**src/rtl/addsub_bcd_display.sv**
```systemverilog
`timescale 1ns/1ps
// addsub_bcd_display: latched add/subtract with sign + BCD conversion
// (double dabble) driving a multiplexed seven-segment display.
module addsub_bcd_display #(
    parameter int WIDTH       = 8,
    parameter int DIGITS      = 4,
    parameter int REFRESH_DIV = 17
) (
    input  logic              clk,
    input  logic              rst,
    input  logic              start,
    input  logic [WIDTH-1:0]  a,
    input  logic [WIDTH-1:0]  b,
    input  logic              mode,
    input  logic              signed_mode,
    output logic              busy,
    output logic              done,
    output logic [WIDTH-1:0]  result,
    output logic              cout,
    output logic              overflow,
    output logic              negative,
    output logic              range_err,
    output logic [DIGITS-1:0] an,
    output logic [6:0]        seg
);
    localparam int MW = WIDTH + 1;
    localparam int BW = 4 * DIGITS;
    localparam int CW = $clog2(MW + 1);
    localparam int IW = $clog2(DIGITS);
    localparam logic [WIDTH:0] ONE = 1;

    typedef enum logic [1:0] {IDLE, CALC, CONVERT} state_t;

    state_t state_q, state_d;
    logic [WIDTH-1:0] a_q, a_d, b_q, b_d;
    logic mode_q, mode_d, sgn_q, sgn_d;
    logic busy_q, busy_d, done_q, done_d;
    logic [WIDTH-1:0] res_c_q, res_c_d;
    logic cout_c_q, cout_c_d, ovf_c_q, ovf_c_d, neg_c_q, neg_c_d;
    logic [MW-1:0] mag_q, mag_d;
    logic [BW-1:0] bcd_q, bcd_d;
    logic too_big_q, too_big_d;
    logic [CW-1:0] cnt_q, cnt_d;
    logic [WIDTH-1:0] result_q, result_d;
    logic cout_q, cout_d, overflow_q, overflow_d;
    logic negative_q, negative_d, range_err_q, range_err_d;
    logic [BW-1:0] disp_q, disp_d;
    logic [REFRESH_DIV-1:0] pre_q, pre_d;
    logic [IW-1:0] idx_q, idx_d;

    logic [WIDTH-1:0] bx;
    logic [WIDTH:0] wsum, a_ext, b_ext, tsum, mag_c;
    logic cin_msb, neg_c;

    // Wrapped WIDTH-bit adder for flags, plus a WIDTH+1-bit true result.
    assign bx      = mode_q ? ~b_q : b_q;
    assign wsum    = {1'b0, a_q} + {1'b0, bx} + {{WIDTH{1'b0}}, mode_q};
    assign cin_msb = a_q[WIDTH-1] ^ bx[WIDTH-1] ^ wsum[WIDTH-1];
    assign a_ext   = {sgn_q & a_q[WIDTH-1], a_q};
    assign b_ext   = {sgn_q & b_q[WIDTH-1], b_q};
    assign tsum    = a_ext + (mode_q ? ~b_ext : b_ext)
                   + {{WIDTH{1'b0}}, mode_q};
    assign neg_c   = sgn_q ? tsum[WIDTH] : (mode_q & ~wsum[WIDTH]);
    assign mag_c   = neg_c ? (~tsum + ONE) : tsum;

    logic [BW-1:0] adj;

    always_comb begin
        adj = bcd_q;
        for (int i = 0; i < DIGITS; i++) begin
            if (bcd_q[4*i +: 4] >= 4'd5) begin
                adj[4*i +: 4] = bcd_q[4*i +: 4] + 4'd3;
            end
        end
    end

    always_comb begin
        state_d     = state_q;
        a_d         = a_q;
        b_d         = b_q;
        mode_d      = mode_q;
        sgn_d       = sgn_q;
        busy_d      = busy_q;
        done_d      = 1'b0;
        res_c_d     = res_c_q;
        cout_c_d    = cout_c_q;
        ovf_c_d     = ovf_c_q;
        neg_c_d     = neg_c_q;
        mag_d       = mag_q;
        bcd_d       = bcd_q;
        too_big_d   = too_big_q;
        cnt_d       = cnt_q;
        result_d    = result_q;
        cout_d      = cout_q;
        overflow_d  = overflow_q;
        negative_d  = negative_q;
        range_err_d = range_err_q;
        disp_d      = disp_q;
        pre_d       = pre_q + REFRESH_DIV'(1);
        idx_d       = idx_q;
        if (pre_q == '1) begin
            idx_d = (idx_q == IW'(DIGITS - 1)) ? '0 : idx_q + IW'(1);
        end
        unique case (state_q)
            IDLE: begin
                if (start) begin
                    a_d     = a;
                    b_d     = b;
                    mode_d  = mode;
                    sgn_d   = signed_mode;
                    busy_d  = 1'b1;
                    state_d = CALC;
                end
            end
            CALC: begin
                res_c_d   = wsum[WIDTH-1:0];
                cout_c_d  = wsum[WIDTH];
                ovf_c_d   = wsum[WIDTH] ^ cin_msb;
                neg_c_d   = neg_c;
                mag_d     = mag_c;
                bcd_d     = '0;
                too_big_d = 1'b0;
                cnt_d     = '0;
                state_d   = CONVERT;
            end
            CONVERT: begin
                bcd_d     = {adj[BW-2:0], mag_q[MW-1]};
                mag_d     = mag_q << 1;
                too_big_d = too_big_q | adj[BW-1];
                cnt_d     = cnt_q + CW'(1);
                if (cnt_q == CW'(MW - 1)) begin
                    result_d    = res_c_q;
                    cout_d      = cout_c_q;
                    overflow_d  = ovf_c_q;
                    negative_d  = neg_c_q;
                    range_err_d = too_big_d
                                | (neg_c_q & (bcd_d[BW-1 -: 4] != 4'd0));
                    disp_d      = bcd_d;
                    done_d      = 1'b1;
                    busy_d      = 1'b0;
                    state_d     = IDLE;
                end
            end
            default: state_d = IDLE;
        endcase
    end

    always_ff @(posedge clk or posedge rst) begin
        if (rst) begin
            state_q     <= IDLE;
            a_q         <= '0;
            b_q         <= '0;
            mode_q      <= 1'b0;
            sgn_q       <= 1'b0;
            busy_q      <= 1'b0;
            done_q      <= 1'b0;
            res_c_q     <= '0;
            cout_c_q    <= 1'b0;
            ovf_c_q     <= 1'b0;
            neg_c_q     <= 1'b0;
            mag_q       <= '0;
            bcd_q       <= '0;
            too_big_q   <= 1'b0;
            cnt_q       <= '0;
            result_q    <= '0;
            cout_q      <= 1'b0;
            overflow_q  <= 1'b0;
            negative_q  <= 1'b0;
            range_err_q <= 1'b0;
            disp_q      <= '0;
            pre_q       <= '0;
            idx_q       <= '0;
        end else begin
            state_q     <= state_d;
            a_q         <= a_d;
            b_q         <= b_d;
            mode_q      <= mode_d;
            sgn_q       <= sgn_d;
            busy_q      <= busy_d;
            done_q      <= done_d;
            res_c_q     <= res_c_d;
            cout_c_q    <= cout_c_d;
            ovf_c_q     <= ovf_c_d;
            neg_c_q     <= neg_c_d;
            mag_q       <= mag_d;
            bcd_q       <= bcd_d;
            too_big_q   <= too_big_d;
            cnt_q       <= cnt_d;
            result_q    <= result_d;
            cout_q      <= cout_d;
            overflow_q  <= overflow_d;
            negative_q  <= negative_d;
            range_err_q <= range_err_d;
            disp_q      <= disp_d;
            pre_q       <= pre_d;
            idx_q       <= idx_d;
        end
    end

    function automatic logic [6:0] dec7(input logic [3:0] d);
        case (d)
            4'd0:    dec7 = 7'b1000000;
            4'd1:    dec7 = 7'b1111001;
            4'd2:    dec7 = 7'b0100100;
            4'd3:    dec7 = 7'b0110000;
            4'd4:    dec7 = 7'b0011001;
            4'd5:    dec7 = 7'b0010010;
            4'd6:    dec7 = 7'b0000010;
            4'd7:    dec7 = 7'b1111000;
            4'd8:    dec7 = 7'b0000000;
            4'd9:    dec7 = 7'b0010000;
            default: dec7 = 7'b1111111;
        endcase
    endfunction

    // lz[i] is set when digit i and every digit above it are zero.
    logic [DIGITS-1:0] lz;
    logic run;
    logic [3:0] cur;

    always_comb begin
        run = 1'b1;
        lz  = '0;
        for (int i = DIGITS - 1; i >= 0; i--) begin
            run   = run & (disp_q[4*i +: 4] == 4'd0);
            lz[i] = run;
        end
    end

    assign cur = disp_q[{idx_q, 2'b00} +: 4];

    always_comb begin
        if (range_err_q) begin
            seg = 7'b0000110;
        end else if (negative_q && idx_q == IW'(DIGITS - 1)) begin
            seg = 7'b0111111;
        end else if (idx_q != '0 && lz[idx_q]) begin
            seg = 7'b1111111;
        end else begin
            seg = dec7(cur);
        end
    end

    assign an        = ~(DIGITS'(1) << idx_q);
    assign busy      = busy_q;
    assign done      = done_q;
    assign result    = result_q;
    assign cout      = cout_q;
    assign overflow  = overflow_q;
    assign negative  = negative_q;
    assign range_err = range_err_q;

endmodule

```
**config.mk**
```make
export PLATFORM = sky130hd
export DESIGN_NAME = addsub_bcd_display
export DESIGN_NICKNAME = d
export VERILOG_FILES = /design/src/rtl/addsub_bcd_display.sv
export SDC_FILE = /design/constraint.sdc
export NUM_CORES = 1
export LEC_CHECK = 0
export ABC_CLOCK_PERIOD_IN_PS = 6700
export BUFFER_PORTS_ARGS = -buffer_cell sky130_fd_sc_hd__buf_4
export CORE_MARGIN = 1.5
export CORE_UTILIZATION = 57
export CTS_BUF_LIST = sky130_fd_sc_hd__clkbuf_4 sky130_fd_sc_hd__clkbuf_8
export CTS_CLUSTER_SIZE = 40
export DETAILED_ROUTE_END_ITERATION = 8
export PLACE_DENSITY = 0.76
export REMOVE_ABC_BUFFERS = 1
export SLEW_MARGIN = 10
export SYNTH_ARGS = -nofsm -noshare
export SYNTH_HDL_FRONTEND = slang
export SYNTH_SLANG_ARGS = --single-unit
export TNS_END_PERCENT = 10
```
**constraint.sdc**
```tcl
create_clock -name clk -period 6.7 [get_ports clk]
set_input_delay 0.335 -clock clk [delete_from_list [all_inputs] [get_ports clk]]
set_output_delay 0.335 -clock clk [all_outputs]
set_load 0.05 [all_outputs]
```
==> results.ini <==
[synthesis]
yosys.cell_types.count = 60
synth_cells = 577
ys_warn_count = 0
synth_top_area_cell = dfrtp_1
synth_area_per_cell_um2 = 10.2
synthesis.area_um2 = 5880
ys.flop_type = dfrtp_1
ys_seq_area_share_pct = 46.8
netlist_top_cells_area = dfrtp_1, ha_1, nand2_1, mux2_2, o21ai_0
synth-edff-count = 0
synth_top_cell_area_share_pct = 46.8
async_flop_share_pct = 100
ys_seq_elements = 110

[critical_path]
path_class = register to register
cp_slowest_cell = dfrtp_1
r2r_slack_ps = 3660
end_kind = register
critPathRequiredTime_ps = 6970
worstPathArrival_ps = 3310
critPathMaxStageDelay_ps = 620
crit_chain = mux2i_1 -> inv_1 -> fa_1 -> nand3_1 -> nand2_1 -> a41o_4 -> mux2_4 -> o22ai_1 -> xor2_1 -> o21ai_1
r2r_start = mode_q
crit_path_start_kind = register
r2r_cells = 10
path_max_fanout = 14
r2r-end = mag_q[6]

[global_routing]
antenna_found_initial = 0
grt_pass1_wl_um = 19900
grt_max_degree = 64
first_global_vias = 4297
grt_util_all_layers_pct = 22.3
grt.overflow.total = 0

[worst_hold_path]
hold_class = input port to async pin

[timing]
skew_ps = 14.0
tns_ps = 0
rsz0062_at_grt = no
finalMaxSlewViolations = 0
holdWs_ps = 0.648
hold_viol = 0
fin_crit_sh_pct = 45.3
max_slew_margin_pct = 47.5
fin_crit_ps = 3040
clock.fmax_ghz = 0.329
max_slew.worst_pin.slew_ps = 787
finalSetupViolCount = 0

[finish]
drive_above_1_share_pct = 18.0
syn_to_final_growth_pct = 10.9
diodes = 0
nets = 670

[die]
die_x_um = 105
fp.coreArea_um2 = 9910
die_height_um = 105
start_util_pct = 59.4
fp.dieArea_um2 = 10900
row_count = 36
ios = 46

[clock_tree]
cts_made_buffers = 9
cts_tree = built
path_clk_slew_ps = 120
htree_levels = 3
cts_sinks = 110
insertion_delay_ps = 390
ctsResizeCount = 0
cts_max_path_buffers = 2
postCtsSetupRepairBufs = 0
cts-root-buf = clkbuf_8
holdBufCountCts = 0

[route]
wl_per_cell_um = 14.8
drt_iter0_drc = 196
met3_wirelength_um = 342
via_per_inst = 5.60
wl_met1_um = 5050
drc = 0
routed.top_layer = met4
vias = 4202
dr.pass1.iters = 6
dr_wl_met2_um = 5620
ant_nets = 0
routed_wl_um = 11100

[placement]
dp.final_hpwl_um = 7980
port_buffers = 45
gp_congestion = 0.869

[power_and_ir_drop]
ir_drop_mv = 0.467
power_frac_clock_pct = 13.2
switching_share_pct = 44.7
seq_power_share_pct = 28.0
p_leak_nw = 2.97
p_sw_w = 0.00145
powerDensity_nw_per_um2 = 496
intPower_w = 0.00179
p_comb_share_pct = 58.7

[job]
cap_violations = 0

[outcome]
outcome = completed

per-layer routing:
layer	vias to the layer above	global-route usage, %
li1	2076	-
met1	2057	29.0
met2	60	37.8
met3	9	5.24
met4	0	5.58
met5	-	0
critical path, delay by kind of cell, from the launching register on:
kind | cells | cell delay (ps)
muxes | 2 | 710
adders and majority gates | 1 | 420
buffers and inverters | 1 | 90
DFF | 1 | 620
AOI/OAI and AO/OA | 3 | 620
and+or+nand+nor | 2 | 250
xor gates and xnor gates | 1 | 200
final cells by class:
class,instances,area [µm²]
Fill cell,796,3390
Sequential cell,110,2750
Tap cell,133,166
Inverter,37,141
Timing Repair Buffer,48,360
Clock buffer,9,124
Multi-Input combinational cell,407,2890
Clock inverter,7,86.3
cells by family after synthesis:
family / after synthesis / synth area share, %
fa+ha+maj: 36 / 7.79
mux: 40 / 8.51
buf+inv: 60 / 4.02
flops: 110 / 46.8
compound gates: 129 / 13.8
simple gates: 161 / 13.0
xor+xnor: 41 / 6.11
synthesized netlist by cell type (5+ instances only):
master / instances
nor3b_1: 10
o22ai_1: 15
ha_1: 35
nor2_1: 14
mux2i_1: 8
inv_1: 36
nand2b_1: 7
o21ai_1: 8
mux2_2: 26
nand4_1: 5
nand3_1: 14
clkbuf_1: 17
xnor2_1: 26
o21ai_0: 47
a21oi_1: 27
xor2_1: 15
nand2_1: 85
and3_1: 7
dfrtp_1: 110
registers in the layout (all words and copies together), names as in the netlist:
name	cells
mode_q	1
cout_c_q	1
pre_q	17
too_big_q	1
overflow	1
a_q	8
b_q	8
result	8
busy	1
bcd_q	16
range_err	1
sgn_q	1
done	1
res_c_q	8
neg_c_q	1
cnt_q	4
state_q	2
negative	1
cout	1
ovf_c_q	1
disp_q	16
mag_q	9
idx_q	2
per-stage QoR:
stage | cells | area [µm²] | utilization (%) | setup WS [ps] | power (W)
finish | 751 | 6520 | 65.8 | 3660 | 0.00324
global route | 751 | 6520 | 65.8 | 3430 | 0.00349
CTS | 751 | 6520 | 65.8 | 3680 | 0.00325
detailed placement | 735 | 6310 | 63.7 | 3760 | 0.00281
global placement | 735 | 6310 | 63.7 | 3890 | 0.00274
floorplan | 554 | 5780 | - | 3460 | 0.00241
layout by cell type (no fill, tap or decap), types with 8 or more instances in the layout:
cell,instances
dfrtp_1,110
nand2_1,85
buf_4,48
o21ai_0,47
inv_1,35
ha_1,35
a21oi_1,27
xnor2_1,26
mux2_2,26
o22ai_1,15
xor2_1,15
nor2_1,14
nand3_1,14
nor3b_1,10
clkbuf_8,9
mux2i_1,8
o21ai_1,8
power groups by stage:
stage / clock, W / sequential, W / combinational (W)
floorplan: 0 / 0.000891 / 0.00152
global placement: 0 / 0.000913 / 0.00182
detailed placement: 0 / 0.000920 / 0.00189
CTS: 0.000440 / 0.000907 / 0.00190
global route: 0.000463 / 0.000925 / 0.00210
finish: 0.000429 / 0.000908 / 0.00190
how the worst max path moves through the flow:
stage               startpoint       end  slack [ps]
floorplan                  rst    a_q[0]        3460
global placement        mode_q  mag_q[1]        3890
detailed placement      mode_q  mag_q[6]        3760
CTS                     mode_q  mag_q[6]        3680
global route            mode_q  mag_q[6]        3430
finish                  mode_q  mag_q[6]        3660
(Power assumes the default switching activity.)
